[src/rtl/rr_grant_arbiter8.sv]
// Purpose : round-robin arbiter that hands one shared resource to one of 8 requesters.
// Latency : a request sampled at edge t is granted after edge t; every release costs one idle cycle.
// Backpressure: the owner keeps the grant until it pulses done, drops req, or hits MAX_HOLD cycles.
//
// Ports:
//   clk         - clock, all state on the rising edge
//   resetn      - asynchronous active-low reset
//   req[N]      - level-sensitive request per requester
//   done        - single-cycle pulse from the current owner, sampled only while owning
//   grant[N]    - registered one-hot grant, all-zero when nobody owns the resource
//   grant_idx   - binary index of the set grant bit (0 when grant is all-zero)
//   grant_valid - |grant
//   timeout     - one-cycle pulse: the previous owner was revoked by the hold limit
module rr_grant_arbiter8 #(
    parameter int N        = 8,
    parameter int IDX_W    = 3,
    parameter int MAX_HOLD = 16
) (
    input  logic             clk,
    input  logic             resetn,
    input  logic [N-1:0]     req,
    input  logic             done,
    output logic [N-1:0]     grant,
    output logic [IDX_W-1:0] grant_idx,
    output logic             grant_valid,
    output logic             timeout
);

    localparam int               CNT_W     = $clog2(MAX_HOLD);
    localparam logic [CNT_W-1:0] HOLD_LAST = CNT_W'(MAX_HOLD - 1);
    localparam logic [IDX_W-1:0] PTR_RST   = IDX_W'(N - 1);

    typedef enum logic {
        IDLE = 1'b0,
        OWN  = 1'b1
    } state_t;

    state_t           state_q, state_d;
    logic [N-1:0]     grant_d;
    logic [IDX_W-1:0] ptr_q, ptr_d;
    logic [CNT_W-1:0] hold_q, hold_d;
    logic             timeout_d;

    logic             pick_vld;
    logic [IDX_W-1:0] pick_idx;
    logic [IDX_W-1:0] cand;
    logic             owner_req;
    logic             release_own;

    // One-hot to binary: grant is guaranteed one-hot or zero, so OR-ing
    // the indices of the set bits yields the owner index (or 0).
    always_comb begin
        grant_idx = '0;
        for (int k = 0; k < N; k++) begin
            if (grant[k]) begin
                grant_idx = grant_idx | IDX_W'(k);
            end
        end
    end

    assign grant_valid = |grant;

    // Search upward from ptr+1; the 3-bit add wraps naturally, and the
    // last candidate (i == N) is the previous owner itself.
    always_comb begin
        pick_vld = 1'b0;
        pick_idx = '0;
        cand     = '0;
        for (int i = 1; i <= N; i++) begin
            cand = ptr_q + IDX_W'(i);
            if (!pick_vld && req[cand]) begin
                pick_vld = 1'b1;
                pick_idx = cand;
            end
        end
    end

    assign owner_req   = req[grant_idx];
    assign release_own = done | ~owner_req | (hold_q == HOLD_LAST);

    always_comb begin
        state_d   = state_q;
        grant_d   = grant;
        ptr_d     = ptr_q;
        hold_d    = hold_q;
        timeout_d = 1'b0;
        case (state_q)
            IDLE: begin
                if (pick_vld) begin
                    grant_d           = '0;
                    grant_d[pick_idx] = 1'b1;
                    hold_d            = '0;
                    state_d           = OWN;
                end
            end
            OWN: begin
                if (release_own) begin
                    grant_d   = '0;
                    ptr_d     = grant_idx;
                    hold_d    = '0;
                    state_d   = IDLE;
                    // Only a pure hold-limit revocation is flagged; any
                    // release the owner asked for (done or req drop) is not.
                    timeout_d = ~done & owner_req;
                end else begin
                    hold_d = hold_q + CNT_W'(1);
                end
            end
            default: begin
                state_d = IDLE;
                grant_d = '0;
            end
        endcase
    end

    always_ff @(posedge clk or negedge resetn) begin
        if (!resetn) begin
            state_q <= IDLE;
            grant   <= '0;
            ptr_q   <= PTR_RST;
            hold_q  <= '0;
            timeout <= 1'b0;
        end else begin
            state_q <= state_d;
            grant   <= grant_d;
            ptr_q   <= ptr_d;
            hold_q  <= hold_d;
            timeout <= timeout_d;
        end
    end

endmodule

[config.mk]
export PLATFORM = sky130hd
export DESIGN_NAME = rr_grant_arbiter8
export DESIGN_NICKNAME = d
export VERILOG_FILES = /design/src/rtl/rr_grant_arbiter8.sv
export SDC_FILE = /design/constraint.sdc
export NUM_CORES = 1
export LEC_CHECK = 0
export CAP_MARGIN = 40
export CORE_AREA = 2 2 78 80
export DETAILED_ROUTE_END_ITERATION = 10
export DIE_AREA = 0 0 80 82
export PLACE_DENSITY = 0.68
export SYNTH_ARGS = -nofsm -noshare
export SYNTH_HDL_FRONTEND = slang
export SYNTH_SLANG_ARGS = --single-unit
[constraint.sdc]
create_clock -name clk -period 3.2 [get_ports clk]
set_clock_uncertainty 0.15 [all_clocks]
set_input_delay 0.96 -clock clk [delete_from_list [all_inputs] [get_ports clk]]
set_output_delay 0.96 -clock clk [all_outputs]
set_load 0.05 [all_outputs]
==> results.md <==
- # diodes: 0
- Filler cells: 533
- GR Overflow Total: 0
- Die width: 80 um
- Crit. End Element: flop
- Worst-path fanout max: 7
- Period utilisation layout: 98.5%
- Syn Inst Count: 208
- Fin crit period: 3.15 ns
- Worst-case clock buffer depth: 2
- Crit path buffers/inverters: 2
- Htree depth: 1
- DRC: 0
- R2r startpoint: ptr_q[1]
- Routed WL: 5.85 mm
- Number of global-route vias before repair: 1843
- Antenna viol nets, final: 0
- Top Family by Delay on Critical Path: multiplexers
- Post-Syn Nets: 222
- Cell taking the most area after synthesis: dfrtp_1
- Final setup fails: 0
- Area growth syn-to-layout: 37.0%
- Critical path, cell by cell: clkdlybuf4s15_2, mux4_2, mux2i_4, inv_1, nand3_1, o221ai_1, or3_4, a32o_1
- Die Y: 82 um
- Synth top area share: 16.6%
- Number of max-cap violations: 0
- Max incr delay on CP: 0.57 ns
- Tightest Pin Transition: 0.772 ns
- Root buffer cell: clkbuf_8
- Crit path DAT: 3.16 ns
- Synth Register Bits: 17
- Vias per cell: 5.75
- Wirelength per Cell: 17.1 um
- Layout cells sized above 1: 49.1%
- Dpl ws: -0.619 ns
- Cell Area, Synth: 2100 um^2
- Share of flip-flops with an asynchronous set or reset: 100%
- Max-slew violations: 0
- Synth area leaders: dfrtp_1 (17%), mux2i_1 (7.6%), mux4_1 (7.5%), mux4_2 (7.5%), mux2_2 (4.8%)
- Max Freq: 0.317 GHz
- Initial DRC Count: 76
- Clk slew on worst S/H paths: 0.07 ns
- Gr usage total: 18.1%
- Worst setup startpoint: req[5]
- Status: complete, no violations
- Max_slew headroom: 48.4%
- Min setup slack post-route: 0.0490 ns
- Type of origin of the critical path: input pin
- Hold Fails Final Rpt: 0
- Commonest non-fill, non-tap cells in the layout: buf_4 (49), nand2_1 (18), nor2_1 (14), dfrtp_1 (14), clkdlybuf4s50_1 (12)
- Latest clock arrival within the worst-skew pair: 0.26 ns
- Port buffer count: 23
- Core Rows: 28
- Initial core utilization: 36.6%
- Largest net degree at the start of global routing: 18
- HP Start: ptr_q[1]
- Min-Delay Path Class: reg2reg
- Routability Congestion: 0.912
- CP Class: in2reg
- Die Area: 6560 um^2
- Number of synthesized flops with an enable pin: 0
- First-pass DRT Iterations: 4
- Antenna violations before repair: 0
- Syn_area_per_cell: 10.1 um^2
- Yosys cell types: 65
- IO Count: 24
- Clock sink count: 17
- Yosys warns: 0
- CTS tree: yes
- Via count: 1966
- DP HPWL: 4.46 mm
- Final Util: 50.2%
- Main flop type after synthesis: dfrtp_1
- Req. time, crit path: 3.21 ns
- Area of the core: 5750 um^2
- First-pass GRT wire length: 9.25 mm
- Slowest CP cell: mux4_2
- Num CTS Buffers: 3
- Most common cell after layout, fill and taps aside: buf_4
- Fin nets: 282
- Seq/Total Area, Yosys: 20.4%
==> cells in the mapped netlist, drive strengths merged, types with 2 or more instances <==
library cell  instances
a211oi                5
a21oi                 7
a221oi                2
a22o                  3
a311oi                3
a31oi                 2
a32o                  4
and2                  3
and3                  4
buf                   9
clkbuf                5
dfrtp                14
dfstp                 3
ha                    3
inv                  10
mux2                 10
mux2i                16
mux4                 13
nand2                18
nand2b                3
nand3                 6
nor2                 14
nor2b                 2
nor3                  4
nor4                  4
o21ai                 5
o221ai                3
o22ai                 2
o31ai                 5
o32ai                 2
o41a                  2
or3b                  2
xnor2                 2
xor2                  2
==> timing repair <==
| item | CTS | global route |
|---|---|---|
| endpoints found under the hold margin | 0 | 0 |
| setup endpoints to repair | 12 | 10 |
| gates resized for setup | 37 | 31 |
| buffers inserted | 1 | 7 |
| gates cloned | 0 | 0 |
| pin swaps | 6 | 11 |
| hold buffers | 0 | 0 |
==> sequential cells by signal, summed over array words and instances (netlist names) <==
register / count
grant: 8
ptr_q: 3
timeout: 1
state_q: 1
hold_q: 4
==> cells by family after synthesis <==
| logic type | synth area share [%] |
|---|---|
| adder cells (fa/ha/maj) | 1.78 |
| multiplexers | 28.1 |
| buffers and inverters | 10.5 |
| AO/OA/AOI/OAI | 21.6 |
| flip-flops | 20.4 |
| AND/OR/NAND/NOR | 16.0 |
| XOR/XNOR | 1.66 |
==> cell type report <==
class | instances | area, um^2 | share of cell area (%)
Clock buffer | 3 | 41.3 | 1.43
Clock inverter | 1 | 5.00 | 0.174
Inverter | 10 | 42.5 | 1.48
Multi-Input combinational cell | 164 | 1700 | 58.9
Sequential cell | 17 | 433 | 15.0
Tap cell | 75 | 93.8 | 3.26
Timing Repair Buffer | 72 | 568 | 19.7
==> metal layers <==
metal  GRT usage (%)  vias to the layer above  wire (um)
li1                -                      936          -
met1            24.5                      958       2630
met2            30.2                       57       2860
met3            1.87                       15        246
met4            6.27                        0        104
met5               0                        -          0
==> worst reg2reg max path, cell delays in order, from the launching register on <==
cell	delay (ns)
dfstp_2	0.56
inv_4	0.06
ha_4	0.28
buf_6	0.14
buf_4	0.13
mux2i_2	0.15
mux4_2	0.49
buf_4	0.16
o221ai_4	0.15
a311oi_4	0.07
a211o_1	0.38
a32o_1	0.28
==> worst paths after layout <==
path                             end  slack, ns  depth (start not counted)
hold / removal              ptr_q[1]       0.40                          2
setup / recovery            grant[2]       0.05                          8
setup reg to reg            grant[2]       0.09                         11
hold reg to reg             ptr_q[1]       0.40                          2
min in group asynchronous    timeout       1.00                          1
max in group asynchronous  hold_q[1]       1.42                          1
==> per-stage QoR <==
stage / std cells / hold slack (ns) / setup TNS, ns / instance area [um^2]
2_1_floorplan: 208 / 0.351 / -0.0231 / 2190
3_3_place_gp: 330 / 0.379 / -5.35 / 2620
3_5_place_dp: 330 / 0.373 / -6.07 / 2620
4_1_cts: 335 / 0.393 / 0 / 2750
5_1_grt: 342 / 0.413 / -0.0563 / 2880
6_report: 342 / 0.397 / 0 / 2880
Power is left out: the tool's default activity adds up to more than one toggle a clock period on the data nets, which glitch-free logic cannot reach.
